===== src/rtl/whack_pkg.sv =====
// Shared types, type codes and grid geometry for the whack-a-mole spawner.
// Hole geometry helpers assume a 3-column grid, indices row-major.
package whack_pkg;

  typedef enum logic [1:0] {
    GAP   = 2'd0,
    SPAWN = 2'd1,
    UP    = 2'd2
  } mole_state_e;

  localparam logic [2:0] CHOICE_NORMAL = 3'b001;
  localparam logic [2:0] CHOICE_GOLDEN = 3'b100;
  localparam logic [2:0] CHOICE_BOMB   = 3'b011;

  localparam int          N_HOLES_D    = 9;
  localparam int          GRID_X0_D    = 128;
  localparam int          GRID_Y0_D    = 96;
  localparam int          PITCH_X_D    = 128;
  localparam int          PITCH_Y_D    = 112;
  localparam int          HOLE_W_D     = 64;
  localparam int          HOLE_H_D     = 64;
  localparam int          UP_FRAMES_D  = 60;
  localparam int          GAP_FRAMES_D = 20;
  localparam logic [15:0] LFSR_SEED_D  = 16'hACE1;

  // x^16 + x^14 + x^13 + x^11 in right-shifting Galois form
  localparam logic [15:0] LFSR_TAPS = 16'hB400;

  function automatic logic [2:0] type_from_nibble(input logic [3:0] n);
    logic [2:0] t;
    t = CHOICE_NORMAL;
    case (n)
      4'd0, 4'd1: t = CHOICE_GOLDEN;
      4'd2, 4'd3: t = CHOICE_BOMB;
      default:    t = CHOICE_NORMAL;
    endcase
    return t;
  endfunction

  function automatic logic [1:0] hole_col(input logic [3:0] hole);
    logic [1:0] c;
    c = 2'd0;
    case (hole)
      4'd0, 4'd3, 4'd6: c = 2'd0;
      4'd1, 4'd4, 4'd7: c = 2'd1;
      default:          c = 2'd2;
    endcase
    return c;
  endfunction

  function automatic logic [1:0] hole_row(input logic [3:0] hole);
    logic [1:0] r;
    r = 2'd0;
    case (hole)
      4'd0, 4'd1, 4'd2: r = 2'd0;
      4'd3, 4'd4, 4'd5: r = 2'd1;
      default:          r = 2'd2;
    endcase
    return r;
  endfunction

endpackage


===== src/rtl/lfsr16.sv =====
// Free-running 16-bit Galois LFSR, reloaded with the seed on reset.
module lfsr16
  import whack_pkg::*;
(
  input  logic        CLK,
  input  logic        RESET_N,
  input  logic [15:0] seed,
  output logic [15:0] q
);

  // Shift right every cycle, folding the dropped bit back through the taps
  always_ff @(posedge CLK) begin
    if (!RESET_N) begin
      q <= seed;
    end else if (q[0]) begin
      q <= (q >> 1) ^ LFSR_TAPS;
    end else begin
      q <= q >> 1;
    end
  end

endmodule


===== src/rtl/mole_spawner.sv =====
// Spawns a random mole for a fixed number of frames and judges clicks against
// its hit-box; a hit yields a one-cycle CLICK_DOWN2 pulse carrying the type.
module mole_spawner
  import whack_pkg::*;
#(
  parameter int          N_HOLES    = N_HOLES_D,
  parameter int          GRID_X0    = GRID_X0_D,
  parameter int          GRID_Y0    = GRID_Y0_D,
  parameter int          PITCH_X    = PITCH_X_D,
  parameter int          PITCH_Y    = PITCH_Y_D,
  parameter int          HOLE_W     = HOLE_W_D,
  parameter int          HOLE_H     = HOLE_H_D,
  parameter int          UP_FRAMES  = UP_FRAMES_D,
  parameter int          GAP_FRAMES = GAP_FRAMES_D,
  parameter logic [15:0] LFSR_SEED  = LFSR_SEED_D
) (
  input  logic       CLK,
  input  logic       RESET_N,
  input  logic       frame_tick,
  input  logic       game_on,
  input  logic       CLICK,
  input  logic [9:0] MouseX,
  input  logic [9:0] MouseY,
  output logic       CLICK_DOWN2,
  output logic [2:0] choice,
  output logic       mole_active,
  output logic [3:0] mole_hole,
  output logic [2:0] mole_type
);

  localparam logic [3:0] HOLE_COUNT = 4'(N_HOLES);
  localparam logic [7:0] GAP_LIMIT  = 8'(GAP_FRAMES);
  localparam logic [7:0] UP_LIMIT   = 8'(UP_FRAMES);

  mole_state_e state_r, state_s;
  logic [7:0]  cnt_r, cnt_s, cnt_inc_s;
  logic [3:0]  prev_hole_r, prev_hole_s;
  logic        click_q_r;

  logic        pulse_s, active_s;
  logic [2:0]  choice_s, type_s;
  logic [3:0]  hole_s;

  logic [15:0] lfsr_q_s;
  logic        unused_lfsr_s;
  logic [3:0]  raw_hole_s, red_hole_s, spawn_hole_s;
  logic [2:0]  spawn_type_s;

  logic [10:0] x0_s, y0_s, mx_s, my_s;
  logic        in_box_s, rise_s, hit_s;

  lfsr16 u_lfsr (
    .CLK     (CLK),
    .RESET_N (RESET_N),
    .seed    (LFSR_SEED),
    .q       (lfsr_q_s)
  );

  assign unused_lfsr_s = ^lfsr_q_s[15:8];

  // Hole and type candidates for the next spawn, never repeating the last hole
  always_comb begin
    raw_hole_s   = lfsr_q_s[3:0];
    red_hole_s   = raw_hole_s;
    spawn_hole_s = raw_hole_s;
    if (raw_hole_s >= HOLE_COUNT) begin
      red_hole_s = raw_hole_s - HOLE_COUNT;
    end else begin
      red_hole_s = raw_hole_s;
    end
    if (red_hole_s == prev_hole_r) begin
      if (red_hole_s == HOLE_COUNT - 4'd1) begin
        spawn_hole_s = 4'd0;
      end else begin
        spawn_hole_s = red_hole_s + 4'd1;
      end
    end else begin
      spawn_hole_s = red_hole_s;
    end
    spawn_type_s = type_from_nibble(lfsr_q_s[7:4]);
  end

  // Hit-box test of the cursor against the current hole, on the click's rising edge
  always_comb begin
    x0_s     = 11'(GRID_X0) + 11'(hole_col(mole_hole)) * 11'(PITCH_X);
    y0_s     = 11'(GRID_Y0) + 11'(hole_row(mole_hole)) * 11'(PITCH_Y);
    mx_s     = {1'b0, MouseX};
    my_s     = {1'b0, MouseY};
    in_box_s = (mx_s >= x0_s) && (mx_s <= x0_s + 11'(HOLE_W) - 11'd1) &&
               (my_s >= y0_s) && (my_s <= y0_s + 11'(HOLE_H) - 11'd1);
    rise_s   = CLICK & ~click_q_r;
    hit_s    = (state_r == UP) && rise_s && in_box_s;
  end

  // Next-state and next-output logic; game_on low always wins, then hit, then timeout
  always_comb begin
    state_s     = state_r;
    cnt_s       = cnt_r;
    cnt_inc_s   = cnt_r + 8'd1;
    prev_hole_s = prev_hole_r;
    active_s    = mole_active;
    hole_s      = mole_hole;
    type_s      = mole_type;
    pulse_s     = 1'b0;
    choice_s    = 3'b000;
    case (state_r)
      GAP: begin
        active_s = 1'b0;
        if (!game_on) begin
          cnt_s = 8'd0;
        end else if (frame_tick) begin
          if (cnt_inc_s == GAP_LIMIT) begin
            state_s = SPAWN;
            cnt_s   = 8'd0;
          end else begin
            cnt_s = cnt_inc_s;
          end
        end else begin
          cnt_s = cnt_r;
        end
      end
      SPAWN: begin
        cnt_s = 8'd0;
        if (!game_on) begin
          state_s  = GAP;
          active_s = 1'b0;
        end else begin
          state_s     = UP;
          active_s    = 1'b1;
          hole_s      = spawn_hole_s;
          type_s      = spawn_type_s;
          prev_hole_s = spawn_hole_s;
        end
      end
      UP: begin
        if (!game_on) begin
          state_s  = GAP;
          active_s = 1'b0;
          cnt_s    = 8'd0;
        end else if (hit_s) begin
          state_s  = GAP;
          active_s = 1'b0;
          cnt_s    = 8'd0;
          pulse_s  = 1'b1;
          choice_s = mole_type;
        end else if (frame_tick) begin
          if (cnt_inc_s == UP_LIMIT) begin
            state_s  = GAP;
            active_s = 1'b0;
            cnt_s    = 8'd0;
          end else begin
            cnt_s = cnt_inc_s;
          end
        end else begin
          cnt_s = cnt_r;
        end
      end
      default: begin
        state_s  = GAP;
        active_s = 1'b0;
        cnt_s    = 8'd0;
      end
    endcase
  end

  // State, frame counter, click history and registered outputs
  always_ff @(posedge CLK) begin
    if (!RESET_N) begin
      state_r     <= GAP;
      cnt_r       <= 8'd0;
      prev_hole_r <= 4'd0;
      click_q_r   <= 1'b0;
      CLICK_DOWN2 <= 1'b0;
      choice      <= 3'b000;
      mole_active <= 1'b0;
      mole_hole   <= 4'd0;
      mole_type   <= 3'b000;
    end else begin
      state_r     <= state_s;
      cnt_r       <= cnt_s;
      prev_hole_r <= prev_hole_s;
      click_q_r   <= CLICK;
      CLICK_DOWN2 <= pulse_s;
      choice      <= choice_s;
      mole_active <= active_s;
      mole_hole   <= hole_s;
      mole_type   <= type_s;
    end
  end

endmodule


===== config.mk =====
export PLATFORM = sky130hd
export DESIGN_NAME = mole_spawner
export DESIGN_NICKNAME = d
export VERILOG_FILES = /design/src/rtl/whack_pkg.sv /design/src/rtl/lfsr16.sv /design/src/rtl/mole_spawner.sv
export SDC_FILE = /design/constraint.sdc
export NUM_CORES = 1
export LEC_CHECK = 0
export ABC_AREA = 1
export ABC_CLOCK_PERIOD_IN_PS = 4200
export CAP_MARGIN = 10
export CORE_UTILIZATION = 35
export CTS_CLUSTER_SIZE = 30
export DETAILED_ROUTE_END_ITERATION = 8
export SLEW_MARGIN = 10
export SYNTH_ARGS = -nofsm -noshare
export SYNTH_HDL_FRONTEND = slang
export SYNTH_SLANG_ARGS = --single-unit
export TNS_END_PERCENT = 10

===== constraint.sdc =====
create_clock -name CLK -period 4.2 [get_ports CLK]
set_clock_uncertainty 0.15 [all_clocks]
set_input_delay 0.63 -clock CLK [delete_from_list [all_inputs] [get_ports CLK]]
set_output_delay 0.63 -clock CLK [all_outputs]
set_load 0.02 [all_outputs]

Word level (Yosys, flattened, before mapping):

Index checks and enable logic that the tools add are counted.
Widths: inputs -> output; s select.

* flip-flop bits (word level): 39
* logic and storage cells: 100
* output and inout bits: 12

* $add $sub $neg: 9
* multiplexer cells: 31
* eq/ne operators: 22
* order comparisons: 5
* bitwise logic cells: 3
* multipliers: 1
* reduce and logical (&&, ||, !) cells: 20

Operators by type and width (number)
* $mux 8: 7
* $add 10x7->11 const B: 2
* $le 10x11->1: 2
* $sub 11x1->11 const B: 2
* $ge 10x10->1: 2
* $eq 4x2->1 const B: 4
* $eq 4x3->1 const B: 4
* $mux 16: 1
* $mux 2: 8
* $pmux 8 s2: 1
* $mux 4: 3
* $reduce_or 3->1: 4
* $add 7x9->10 const A: 1
* $add 8x9->10 const A: 1
* $add 8x1->8 const B: 1
* $eq 4x1->1 const B: 2
* $eq 8x5->1 const B: 1
* $eq 8x6->1 const B: 1
* $logic_not 4->1: 2
* $pmux 2 s2: 2
* $mux 1: 6
* $ne 2x2->1 const B: 3
* $pmux 2 s3: 1
* $pmux 3 s2: 1
* other kinds (22): 29

Longest topological paths before layout:

* depth in word-level cells: 14
* gate-level depth with buffers: 21
* mapped depth without buffers: 20

Modules after synthesis:

From an unflattened synthesis, not the netlist that was laid out.

* cell total of the unflattened synthesis: 431
* area, all modules: 2854.0 um2

By module, submodules not included
* mole_spawner: cells each 354, area each 2257.2 um2, seq. area each 460.4 um2, instances 1
* lfsr16: cells each 77, area each 596.8 um2, seq. area each 320.3 um2, instances 1

Least setup slack after synthesis:

No wires, ideal clock.

* path kind: register to register
* start: reg prev_hole_r[2] (netlist name)
* end: reg cnt_r[4]
* cell stages (with the launch flop): 21
* setup time: 0.133 ns
* slack: 1.605 ns
* required time: 3.917 ns
* buffers on the path: 1
* arrival time: 2.312 ns
* cells stage by stage: dfxtp_1 -> inv_1 -> nor2_1 -> inv_1 -> o21ai_0 -> inv_1 -> nand2_1 -> ha_1 -> nand2_1 -> inv_1 -> a21oi_1 -> nand3_1 -> nand2_1 -> inv_1 -> nand2_4 -> nand3_4 -> nand2_4 -> buf_6 -> nor2_4 -> nand2_2 -> a21oi_2

RTL lines
* to (signal assigned): line mole_spawner.sv:180 `cnt_r <= cnt_s;`
* to (decl): line mole_spawner.sv:36 `logic [7:0] cnt_r, cnt_s, cnt_inc_s;`

==> qor.csv <==
metric;value;unit
hpwl dp;4180;µm
largest family of logic cells by synthesized area;simple AND/OR/NAND/NOR gates;
CP top delay family;simple AND/OR/NAND/NOR gates;
library cells used by synthesis;38;
die width;87.9;µm
core area;6980;µm²
Worst EP required;4270;ps
IO Pins;37;
sequential share of power;0.465;
# setup viols final;0;
most common cell in the synthesized netlist;nand2_1;
largest net degree at the start of global routing;23;
Power per Cell Area;265;nW/µm²
clock share of power;0.386;
number of antenna violations at the first check in global routing;0;
routed len/inst;10.2;µm
Peak VDD IR;0.188;mV
CTS resizes;0;
Hold Path Class;reg2reg;
mapped cell area;2580;µm²
Initial Util;0.370;
crit path launch type;flop;
Comb power frac;0.150;
largest area contributor in the netlist;dfxtp_1;
Post CTS Setup Buffer Count;0;
slowest stage cell, crit path;dfxtp_1;
Post-synth EDFFs;0;
crit path cell chain;inv_1 -> nor2_1 -> inv_1 -> o21ai_0 -> inv_1 -> nand2_1 -> ha_1 -> nand3_1 -> nand3_1 -> nand2_1 -> nand2_1 -> nand2_1 -> nand2_1 -> inv_1 -> nand2_4 -> nand3_4 -> nand2_4 -> nor2_1 -> nand2_1 -> a21oi_1;
number of max-cap violations;0;
clock buffer depth;2;
CP Buf/Inv Count;4;
crit path from;prev_hole_r[2];
Post-Route WL;5290;µm
sequential area share after synthesis;0.302;
#FFs+latches synth;39;
P_sw;218;µW
GRT overflow;0;
H-tree levels;2;
syn_area_per_cell;6.77;µm²
RePlAce Congestion;0.862;
number of port buffers;36;
RSZ-0062 raised after global routing;no;
global-route wire length before repair;8830;µm
Tcrit/Tclk final;0.634;
vias in the first global route;2073;
Hold-fix buffers, CTS;0;
sw frac;0.261;
Critical Setup Path Class;reg2reg;
Int Power;617;µW
Compound-Gate Fraction of Synth Area;0.0813;
FFs w/ async S/R, synth;0;
top cells by area, synth;dfxtp_1 (30%), nand2_1 (16%), ha_1 (10%);
via count;2343;
Top cell by count, worst path;nand2_1;
Max Freq;376;MHz
FP Rows;30;
Main synth FF type;dfxtp_1;
simple-gate portion of the synthesized area;0.382;
height of the die;87.9;µm
CTS clock-pin slew for the worst setup and hold paths;90;ps
Pleak;1.49;nW
drt pass-1 iters;4;
Pins Over Slew Limit;0;
Layout Area Growth over Synthesis;22.2;%
hold_sp;u_lfsr.q[15];
YS warnings;0;
XOR/XNOR Fraction of Synth Area;0.0227;
Total GRT Usage;0.142;
Critical Path Fanout Max;13;
Sum Neg Setup Slack;0;ps
delay of the slowest critical-path stage;380;ps
most instantiated cells after synthesis;nand2_1 (108), inv_1 (60), dfxtp_1 (39), nor2_1 (36), nand3_1 (22);
CP endpoint kind;flop;
diode count;0;
share of cells above drive strength 1;0.0993;
Layout Cells excl Fill;519;
Sink Count;39;
vias per cell;4.51;
Post-Synth Adder-Cell Area;0.102;
mux contribution to synthesized area;0;
Reg-to-Reg Start;prev_hole_r[2];
Hold Vio Cnt, Final;0;
DIE AREA;7730;µm²
Slew @ Worst Pin;692;ps
Final min period;2660;ps
drt first-iter violations;106;
worst skew pair latency;290;ps
Placed Cells;511;
drt drc;0;
Nets;468;
Slew HR;0.538;
Final ANT Viol Nets;0;
crit path DAT;2730;ps
status;completed;
CTS Root Cell;clkbuf_8;
CTS Buf Count;5;
CTS tree;built;
share of the synthesized area in the top cell type;0.302;
Synth Instances;382;
[per-stage QoR]
| stage | util | power [mW] | hold slack [ps] | setup WS [ps] | instance area (µm²) |
|---|---|---|---|---|---|
| floorplan | - | 0.481 | 236 | 1600 | 2590 |
| global placement | 0.436 | 0.521 | 243 | 1290 | 3040 |
| detailed placement | 0.436 | 0.523 | 248 | 1380 | 3040 |
| CTS | 0.453 | 0.844 | 273 | 1470 | 3160 |
| global route | 0.453 | 0.881 | 283 | 1100 | 3160 |
| finish | 0.453 | 0.836 | 268 | 1540 | 3160 |
[logic make-up (layout without fill, tap and decap cells)]
kind of cell               count (synthesis)  count (layout)
and+or+nand+nor                          209             209
buffers and inverters                     71             110
DFF                                       39              39
AOI/OAI and AO/OA                         35              35
adders and majority gates                 21              21
xor gates and xnor gates                   5               5
other                                      2               4
[state kept, by name (all words and copies together), names as in the netlist]
name         cells
CLICK_DOWN2      1
choice           3
click_q_r        1
cnt_r            8
mole_active      1
mole_type        3
prev_hole_r      4
state_r          2
u_lfsr.q        16
[path summary, 6_finish.rpt]
kind	cells past startpoint	to	slack, ps
setup reg to reg	20	cnt_r[0]	1540
hold reg to reg	2	u_lfsr.q[14]	270
hold / removal	2	u_lfsr.q[14]	270
setup / recovery	20	cnt_r[0]	1540
[cell type report]
| cell class | instances | area, µm² |
|---|---|---|
| clock inverter | 3 | 47.5 |
| inverter | 66 | 248 |
| tap | 96 | 120 |
| multi-input combinational | 274 | 1530 |
| sequential | 39 | 781 |
| clock buffer | 5 | 68.8 |
| fill | 710 | 3820 |
| timing repair buffer | 36 | 360 |
[worst min-delay path: stages, from the launching register on]
cell	delay, ps
dfxtp_1	310
nand2_1	40
inv_1	40
[power by group through the flow]
stage                     clock network (mW)  logic (mW)  registers, mW
final                                  0.322       0.125          0.389
after global routing                   0.347       0.145          0.390
after CTS                              0.329       0.127          0.389
after detailed placement                   0       0.126          0.397
after global placement                     0       0.124          0.397
after floorplan                            0      0.0860          0.395
[metal layers]
layer | GRT usage | wire length (µm) | vias up
li1 | - | - | 1274
met4 | 0.0253 | 25 | 0
met3 | 0.0302 | 249 | 4
met1 | 0.182 | 2590 | 1031
met2 | 0.247 | 2420 | 34
met5 | 0 | 0 | -
[cells in the final DEF, fill, tap and decap left out, drive strengths merged]
cell | Yosys | routed
nand2 | 116 | 116
inv | 66 | 67
nor2 | 40 | 40
dfxtp | 39 | 39
clkdlybuf4s50 | 0 | 36
nand3 | 26 | 26
ha | 21 | 21
a21oi | 21 | 21
nand4 | 11 | 11
o21ai | 9 | 9
clkbuf | 3 | 5
nor3 | 5 | 5
or2 | 4 | 4
conb | 2 | 4
xor2 | 4 | 4
nand3b | 3 | 3
o21bai | 2 | 2
nor4 | 2 | 2
o31ai | 1 | 1
and3 | 1 | 1
a21o | 1 | 1
nor3b | 1 | 1
xnor2 | 1 | 1
a211oi | 1 | 1
bufinv | 0 | 1
clkinv | 0 | 1
Note: power is estimated with default switching activity, not from simulation.
